### config.mk
export PLATFORM = sky130hd
export DESIGN_NAME = ps2_key_ctrl
export DESIGN_NICKNAME = d
export VERILOG_FILES = /design/src/rtl/ps2_key_ctrl.sv
export SDC_FILE = /design/constraint.sdc
export NUM_CORES = 1
export LEC_CHECK = 0
export CORE_MARGIN = 2
export CORE_UTILIZATION = 25
export CTS_BUF_LIST = sky130_fd_sc_hd__clkbuf_2
export DETAILED_ROUTE_END_ITERATION = 7
export PLACE_DENSITY_LB_ADDON = 0.2
export SETUP_SLACK_MARGIN = 0.02
export SLEW_MARGIN = 20
export SYNTH_ARGS = -nofsm -noshare
export SYNTH_HDL_FRONTEND = slang
export SYNTH_SLANG_ARGS = --single-unit
### constraint.sdc
create_clock -name clk -period 2.4 [get_ports clk]
set_input_delay 0.24 -clock clk [delete_from_list [all_inputs] [get_ports clk]]
set_output_delay 0.24 -clock clk [all_outputs]
set_load 0.005 [all_outputs]
### src/rtl/ps2_key_ctrl.sv
// ps2_key_ctrl: drains the ps2_keyboard receive FIFO and folds E0/F0 prefixes into single key events.
// Latency: a byte is popped 1 cycle after kb_ready is seen; its event is valid the cycle after the pop.
// Backpressure: ev_valid&&!ev_ready stalls all pops (FIFO absorbs, may overflow -> ovf_flag).
// Optional typematic repeat filter: define PS2_KEY_CTRL_TYPEMATIC_FILTER_EN.

`timescale 1ns/1ps

module ps2_key_ctrl #(
  parameter int TIMEOUT_CYC = 500000,
  parameter int CNT_W       = 8
) (
  input  logic             clk,
  input  logic             rst,
  input  logic [7:0]       kb_data,
  input  logic             kb_ready,
  input  logic             kb_overflow,
  output logic             kb_next_n,
  output logic             ev_valid,
  input  logic             ev_ready,
  output logic [7:0]       ev_code,
  output logic             ev_ext,
  output logic             ev_break,
  output logic [CNT_W-1:0] key_cnt,
  output logic             ovf_flag
);

  // Read sequencer states
  localparam logic [1:0] ST_IDLE = 2'd0;
  localparam logic [1:0] ST_POP  = 2'd1;
  localparam logic [1:0] ST_GAP  = 2'd2;

  // Prefix parser states
  localparam logic [1:0] P_BASE   = 2'd0;
  localparam logic [1:0] P_EXT    = 2'd1;
  localparam logic [1:0] P_BRK    = 2'd2;
  localparam logic [1:0] P_EXTBRK = 2'd3;

  localparam logic [7:0] CODE_EXT = 8'hE0;
  localparam logic [7:0] CODE_BRK = 8'hF0;

  // Timeout counter only has to reach TIMEOUT_CYC-1
  localparam int              TO_W    = (TIMEOUT_CYC > 1) ? $clog2(TIMEOUT_CYC) : 1;
  localparam logic [TO_W-1:0] TO_LAST = TO_W'(TIMEOUT_CYC - 1);

  logic [1:0]      state;
  logic [7:0]      byte_r;
  logic [1:0]      prefix;
  logic [1:0]      prefix_nxt;
  logic [TO_W-1:0] to_cnt;

  logic            is_ext;
  logic            is_brk;
  logic            emit;
  logic            emit_ext;
  logic            emit_brk;
  logic            drop;
  logic            emit_ok;
  logic            pop_cyc;

  assign is_ext  = (byte_r == CODE_EXT);
  assign is_brk  = (byte_r == CODE_BRK);
  assign pop_cyc = (state == ST_POP);

  // Next prefix state and event decode for the byte held in byte_r
  always_comb begin
    prefix_nxt = prefix;
    emit       = 1'b0;
    emit_ext   = 1'b0;
    emit_brk   = 1'b0;
    case (prefix)
      P_BASE: begin
        if (is_ext) begin
          prefix_nxt = P_EXT;
        end else if (is_brk) begin
          prefix_nxt = P_BRK;
        end else begin
          emit = 1'b1;
        end
      end
      P_EXT: begin
        if (is_brk) begin
          prefix_nxt = P_EXTBRK;
        end else if (is_ext) begin
          // repeated E0 keeps waiting for the real code
          prefix_nxt = P_EXT;
        end else begin
          emit       = 1'b1;
          emit_ext   = 1'b1;
          prefix_nxt = P_BASE;
        end
      end
      P_BRK: begin
        // a prefix after F0 is malformed: drop it and resync
        prefix_nxt = P_BASE;
        if (!is_ext && !is_brk) begin
          emit     = 1'b1;
          emit_brk = 1'b1;
        end
      end
      default: begin
        prefix_nxt = P_BASE;
        if (!is_ext && !is_brk) begin
          emit     = 1'b1;
          emit_ext = 1'b1;
          emit_brk = 1'b1;
        end
      end
    endcase
  end

`ifdef PS2_KEY_CTRL_TYPEMATIC_FILTER_EN
  logic [7:0] held_code;
  logic       held_ext;
  logic       held_v;
  logic       held_match;

  assign held_match = held_v && (held_code == byte_r) && (held_ext == emit_ext);

  // Typematic repeats of the currently held key are suppressed
  always_comb begin
    drop = 1'b0;
    if (emit && !emit_brk && held_match) begin
      drop = 1'b1;
    end
  end

  // Track the last pressed key until its release arrives
  always_ff @(posedge clk) begin
    if (rst) begin
      held_code <= 8'h00;
      held_ext  <= 1'b0;
      held_v    <= 1'b0;
    end else if (pop_cyc && emit) begin
      if (!emit_brk) begin
        if (!held_match) begin
          held_code <= byte_r;
          held_ext  <= emit_ext;
          held_v    <= 1'b1;
        end
      end else if (held_match) begin
        held_v <= 1'b0;
      end
    end
  end
`else
  assign drop = 1'b0;
`endif

  assign emit_ok = emit && !drop;

  // Read sequencer: IDLE latches the head byte, POP strobes nextdata_n, GAP lets ready settle
  always_ff @(posedge clk) begin
    if (rst) begin
      state     <= ST_IDLE;
      kb_next_n <= 1'b1;
      byte_r    <= 8'h00;
    end else begin
      case (state)
        ST_IDLE: begin
          if (kb_ready && !ev_valid) begin
            byte_r    <= kb_data;
            kb_next_n <= 1'b0;
            state     <= ST_POP;
          end
        end
        ST_POP: begin
          kb_next_n <= 1'b1;
          state     <= ST_GAP;
        end
        ST_GAP: begin
          state <= ST_IDLE;
        end
        default: begin
          kb_next_n <= 1'b1;
          state     <= ST_IDLE;
        end
      endcase
    end
  end

  // Prefix register, inter-byte timeout and sticky overflow flag
  always_ff @(posedge clk) begin
    if (rst) begin
      prefix   <= P_BASE;
      to_cnt   <= '0;
      ovf_flag <= 1'b0;
    end else begin
      if (kb_overflow) begin
        ovf_flag <= 1'b1;
      end
      if (pop_cyc) begin
        prefix <= prefix_nxt;
        to_cnt <= '0;
      end else if (prefix != P_BASE) begin
        if (to_cnt == TO_LAST) begin
          // the rest of the sequence never came: resync and flag the loss
          prefix   <= P_BASE;
          to_cnt   <= '0;
          ovf_flag <= 1'b1;
        end else begin
          to_cnt <= to_cnt + 1'b1;
        end
      end else begin
        to_cnt <= '0;
      end
    end
  end

  // Event output register with valid/ready hold, plus release counter
  always_ff @(posedge clk) begin
    if (rst) begin
      ev_valid <= 1'b0;
      ev_code  <= 8'h00;
      ev_ext   <= 1'b0;
      ev_break <= 1'b0;
      key_cnt  <= '0;
    end else if (pop_cyc && emit_ok) begin
      // pops only start with ev_valid low, so this never overwrites a pending event
      ev_valid <= 1'b1;
      ev_code  <= byte_r;
      ev_ext   <= emit_ext;
      ev_break <= emit_brk;
      if (emit_brk) begin
        key_cnt <= key_cnt + 1'b1;
      end
    end else if (ev_valid && ev_ready) begin
      ev_valid <= 1'b0;
    end
  end

endmodule

* Yosys cells after proc, flatten, opt, wreduce, memory -nomap -nowiden
Cells that the tools add are included.
W data, S select, Z words.
** Storage, ports and cells
- Flip-flop bits (word level) :: 52
- Output and inout bits :: 21
- Logic and storage cells :: 70
** Operators by class
- $add $sub $neg :: 2
- Eq/ne operators :: 9
- Multiplexer cells :: 26
- Bitwise gates (word level) :: 2
- Reductions and logical operators :: 20
** Operators by type and width (number)
- $add A19 B1 Y19 const B :: 1
- $eq A19 B19 Y1 const B :: 1
- $eq A8 B8 Y1 const B :: 2
- $mux W1 :: 14
- $mux W2 :: 7
- $add A8 B1 Y8 const B :: 1
- $pmux W2 S2 :: 2
- $reduce_bool A2 Y1 :: 4
- $pmux W1 S2 :: 3
- $reduce_and A2 Y1 :: 3
- $eq A2 B1 Y1 const B :: 2
- $eq A2 B2 Y1 const B :: 2
- $logic_and A1 B1 Y1 :: 4
- $logic_not A2 Y1 :: 2
- $ne A4 B4 Y1 const B :: 1
- $reduce_or A2 Y1 :: 2
- $reduce_or A4 Y1 :: 1
- $logic_not A1 Y1 :: 3
- $reduce_and A3 Y1 :: 1
- $ne A2 B2 Y1 const B :: 1
- $not A1 Y1 :: 2

* Longest topological paths before layout
- Depth in word-level cells :: 7
- Gate-level depth with buffers :: 6
- Gate-level depth less buffers :: 5

* Worst setup path after synthesis
Ideal clock, no wire load.
- Kind :: register to register
- Start :: reg to_cnt[0]
- End :: reg to_cnt[18]
- Library setup time :: 0.070 ns
- Arrival time :: 1.661 ns
- Required time :: 2.330 ns
- Setup slack :: 0.669 ns
- Cell stages (with the launch flop) :: 6
- Clock period less this slack :: 1.731 ns
- Cell sequence :: dfxtp_1 ha_1 nand3_1 or3_4 or4_1 a21oi_1
** On the way
- Longest elaborated chain between the ends :: 2
** RTL lines
- start: declaration :: RTL line 49 : logic [TO_W-1:0] to_cnt;
- start signal: assignment :: RTL line 201 : to_cnt <= to_cnt + 1'b1;
- branches (longest 2 deep; another with $add A19 B1 Y19)
Parallel ways; which one is timed is not known.
A chain may end at the register's enable or synchronous reset.

* Final worst setup path
Same ends and word-level chain as after synthesis.

==> impl_summary.md <==
Outcome
The flow ran to the end, and the final reports show no timing, DRC or antenna violations.

Timing
The final hold slack is 262 ps. Setup repair after global routing left no endpoint under its margin. Of the available clock period, the critical path in the final layout requires 0.804.

The smallest clock period supported by the final layout is computed as 1930 ps. In this run the tightest slew margin relative to its limit is 0.641. The fmax is 518 MHz.

The final total negative setup slack is 0 ps. The final hold violation count was 0. The number of slew-limit violations in the final report is 0. The transition time at the pin with the least slew margin is 531 ps.

The largest clock skew in the final design is 31.4 ps. Setup violations remaining at the end of the flow were counted as 0.

Logic synthesis
The synthesized netlist occupies a cell area of 2220 sq um. The post-synthesis register bit count is 52. The number of distinct standard cells referenced by the synthesized netlist is 47. The count of yosys warnings during synthesis is 0.

The number of instances in the synthesized netlist is 246. Synthesis produced a netlist with a net count of 261. The share of synthesized registers carrying an async set or reset is 0. Each instance of the synthesized netlist takes up on average 9.01 sq um. The sequential-to-total area share from yosys stat is 0.470. The number of synthesized flops with an enable pin is 0. The most common flop cell mapped by yosys is sky130_fd_sc_hd__dfxtp_1.

Worst hold path
The class of the most critical hold timing path is input port to flop.

Floorplan
The core region is 8680 sq um. The die covers 9640 sq um. The standard-cell row count is 34.

The width of the chip is 98.2 um. The height of the die is 98.2 um. The initial standard-cell utilization of the core is 0.255. The count of pins on the block boundary is 34.

Power
In this run the power density over the cells is 510 nW/um^2. The worst-case IR drop observed on VDD is 0.179 mV. The fraction of power consumed by combinational cells is 0.078.

The analysis attributes to cell leakage a power of 0.922 nW. The proportion of total power due to net switching is 0.269. Of the total power, registers draw 0.646.

The switching power is 0.000374 W. The total internal power is 0.00102 W. Of the total power, the clock network draws 0.276.

Global route
The met3 global-route usage is 0.0272. The first global-routing pass estimated 8.38 mm of wire. For met2 alone, demand over resource in global routing was 0.168. The via count of the first global-routing pass was 1728. For this run, the total global-route usage over all layers was measured as 0.106.

The initial antenna violation count is 0. The met1 capacity usage during global routing is 0.143. The maximum number of pins on one net before global-route repair is 24.

The global-route congestion overflow total is 0. The layer flagged by global routing as most heavily used is met2.

Detailed routing
In the routed design, unresolved DRC markers number 0. The total wirelength of the detailed-routed design is 4.93 mm. The via total after detailed routing is 1793. The residual antenna-violating net count after detailed routing is 0. In this run, the number of DRC markers left after iteration 0 of detailed routing was 54. After detailed routing, the number of vias per cell comes to 4.56. The length of the first detailed-routing pass in iterations is 6. The final routed wire length divided by cell count is 12.5 um.

Setup path
STA classifies the critical path startpoint as a flop. STA puts the critical path data required time at 2800 ps. The startpoint-to-endpoint class of the critical path is flop to flop. Of all nets on the critical path, the largest fanout is 6. STA classifies the critical path endpoint as a flop. For the worst setup path, the data arrival time is 2330 ps.

Place
The final weighted congestion in routability-driven placement is 0.778. After legalization and detailed placement, the total HPWL measured 3.56 mm. The number of buffer cells added on primary ports is 33. Summing all placed instances gives a cell area of 2690 sq um.

Layout
The area growth from synthesis to layout is 23.3%. The net count of the finished layout is 299. The ratio of cells with drive above 1 in the final layout is 0.0982. Counting the fill cells in the layout gives 936. The multi-input combinational cells in the finished layout cover a total of 1110 sq um. Once layout is done, the placed cells without fillers occupy 2730 sq um. 0 antenna diodes ended up in the layout.

The area taken by flip-flops and latches is 1040 sq um.

Clock network
Buffers inserted during clock tree synthesis total 5. In this run the number of H-tree levels came out at 2. The longest clock path from root to sink contains 2 buffers. The clock-pin slew on the worst setup and hold paths is 300 ps. For this design, the CTS-stage hold fixing added 0 buffers. The cell sitting at the root of the clock tree is a sky130_fd_sc_hd__clkbuf_2. TritonCTS built the clock tree. The number of gates resized after CTS was 0. The insertion delay to the later sink of the worst-skew pair is 470 ps.

Clock tree synthesis found a total of 52 sinks. The post-CTS setup-driven buffer insertion count is 0.

Flow run
The max-capacitance violation count is 0.
-- power by group through the flow --
| stage | registers, W | clock network, W | logic, W |
|---|---|---|---|
| after floorplan | 0.000912 | 0 | 0.0000588 |
| after global placement | 0.000915 | 0 | 0.000110 |
| after detailed placement | 0.000915 | 0 | 0.000111 |
| after CTS | 0.000901 | 0.000405 | 0.000111 |
| after global routing | 0.000904 | 0.000433 | 0.000121 |
| final | 0.000900 | 0.000385 | 0.000108 |
-- cell type report --
class | instances | area share
clock buffers | 5 | 0.00915
clock inverters | 3 | 0.00824
inverters | 5 | 0.00686
multi-input cells | 180 | 0.405
flip-flops and latches | 52 | 0.381
well taps | 108 | 0.0494
repair buffers | 40 | 0.140
-- metal layers --
layer	part of all wire	routed length (um)	up-vias
li1	-	-	941
met3	0.033	161	7
met2	0.45	2220	26
met4	0.013	63	0
met5	0	0	-
met1	0.50	2480	819
-- state kept, by name (all words and copies together), names as in the netlist --
register and flops:
byte_r 8, to_cnt 19, ev_ext 1, ev_code 8, state 2, ovf_flag 1
ev_break 1, key_cnt 8, prefix 2, kb_next_n 1, ev_valid 1
-- layout by cell type (no fill, tap or decap), drive strengths merged, types with 2 or more instances in the layout --
master / Yosys / routed
clkbuf: 4 / 5
dfxtp: 52 / 52
and3: 4 / 4
nor4b: 3 / 3
o21ai: 5 / 5
nand2: 27 / 27
nand4: 8 / 8
nand3: 10 / 10
ha: 2 / 2
buf: 5 / 7
clkinv: 0 / 2
o22ai: 2 / 2
nor2b: 2 / 2
o31ai: 3 / 3
nor3: 4 / 4
mux2i: 7 / 7
nor2: 35 / 35
or3b: 2 / 2
a21oi: 19 / 19
clkdlybuf4s50: 0 / 33
xor2: 6 / 6
or4: 4 / 4
or3: 2 / 2
nand2b: 2 / 2
inv: 5 / 6
nor4: 6 / 6
xnor2: 11 / 11
mux2: 3 / 3
-- cells in the mapped netlist (3+ instances only) --
master | n | area share
sky130_fd_sc_hd__clkbuf_1 | 4 | 0.0068
sky130_fd_sc_hd__mux2i_1 | 7 | 0.032
sky130_fd_sc_hd__inv_1 | 5 | 0.0085
sky130_fd_sc_hd__dfxtp_1 | 52 | 0.47
sky130_fd_sc_hd__xor2_1 | 6 | 0.024
sky130_fd_sc_hd__a21oi_1 | 19 | 0.043
sky130_fd_sc_hd__nor3_1 | 4 | 0.0090
sky130_fd_sc_hd__nor2_1 | 35 | 0.059
sky130_fd_sc_hd__nand3_1 | 10 | 0.023
sky130_fd_sc_hd__o21ai_0 | 3 | 0.0068
sky130_fd_sc_hd__nand2_1 | 27 | 0.046
sky130_fd_sc_hd__nand4_1 | 7 | 0.020
sky130_fd_sc_hd__o31ai_1 | 3 | 0.010
sky130_fd_sc_hd__nor4_1 | 6 | 0.017
sky130_fd_sc_hd__or4_1 | 4 | 0.014
sky130_fd_sc_hd__mux2_2 | 3 | 0.015
sky130_fd_sc_hd__xnor2_1 | 11 | 0.043
sky130_fd_sc_hd__and3_1 | 3 | 0.0085
-- kinds of logic (layout without fill, tap and decap cells) --
logic type      Yosys count  after routing  share of synthesized area
fa+ha+maj                 2              2                     0.0113
buf+inv                  14             53                     0.0305
mux                      10             10                     0.0468
simple gates            117            117                      0.283
flops                    52             52                      0.470
compound gates           34             34                     0.0914
xor+xnor                 17             17                     0.0672
-- stage by stage --
stage | instances | setup WS, ps | power, W | utilization
2_1_floorplan | 246 | 669 | 0.000971 | -
3_3_place_gp | 385 | 577 | 0.00103 | 0.310
3_5_place_dp | 385 | 534 | 0.00103 | 0.310
4_1_cts | 393 | 482 | 0.00142 | 0.315
5_1_grt | 393 | 309 | 0.00146 | 0.315
6_report | 393 | 471 | 0.00139 | 0.315
-- worst max-delay path, cell delays in order (launching register included) --
cell and delay (ps):
sky130_fd_sc_hd__dfxtp_1 450, sky130_fd_sc_hd__ha_1 220, sky130_fd_sc_hd__nand3_1 210, sky130_fd_sc_hd__or3_4 470, sky130_fd_sc_hd__or4_1 400, sky130_fd_sc_hd__a21oi_1 140
-- path summary, 6_finish.rpt --
| kind | cells past startpoint | startpoint | slack [ps] | end |
|---|---|---|---|---|
| setup / recovery | 5 | to_cnt[0] | 470 | to_cnt[18] |
| hold / removal | 3 | kb_data[2] | 260 | byte_r[2] |
| hold reg to reg | 2 | ev_code[3] | 480 | ev_code[3] |
| setup reg to reg | 5 | to_cnt[0] | 470 | to_cnt[18] |
Note: power is estimated with default switching activity, not from simulation.
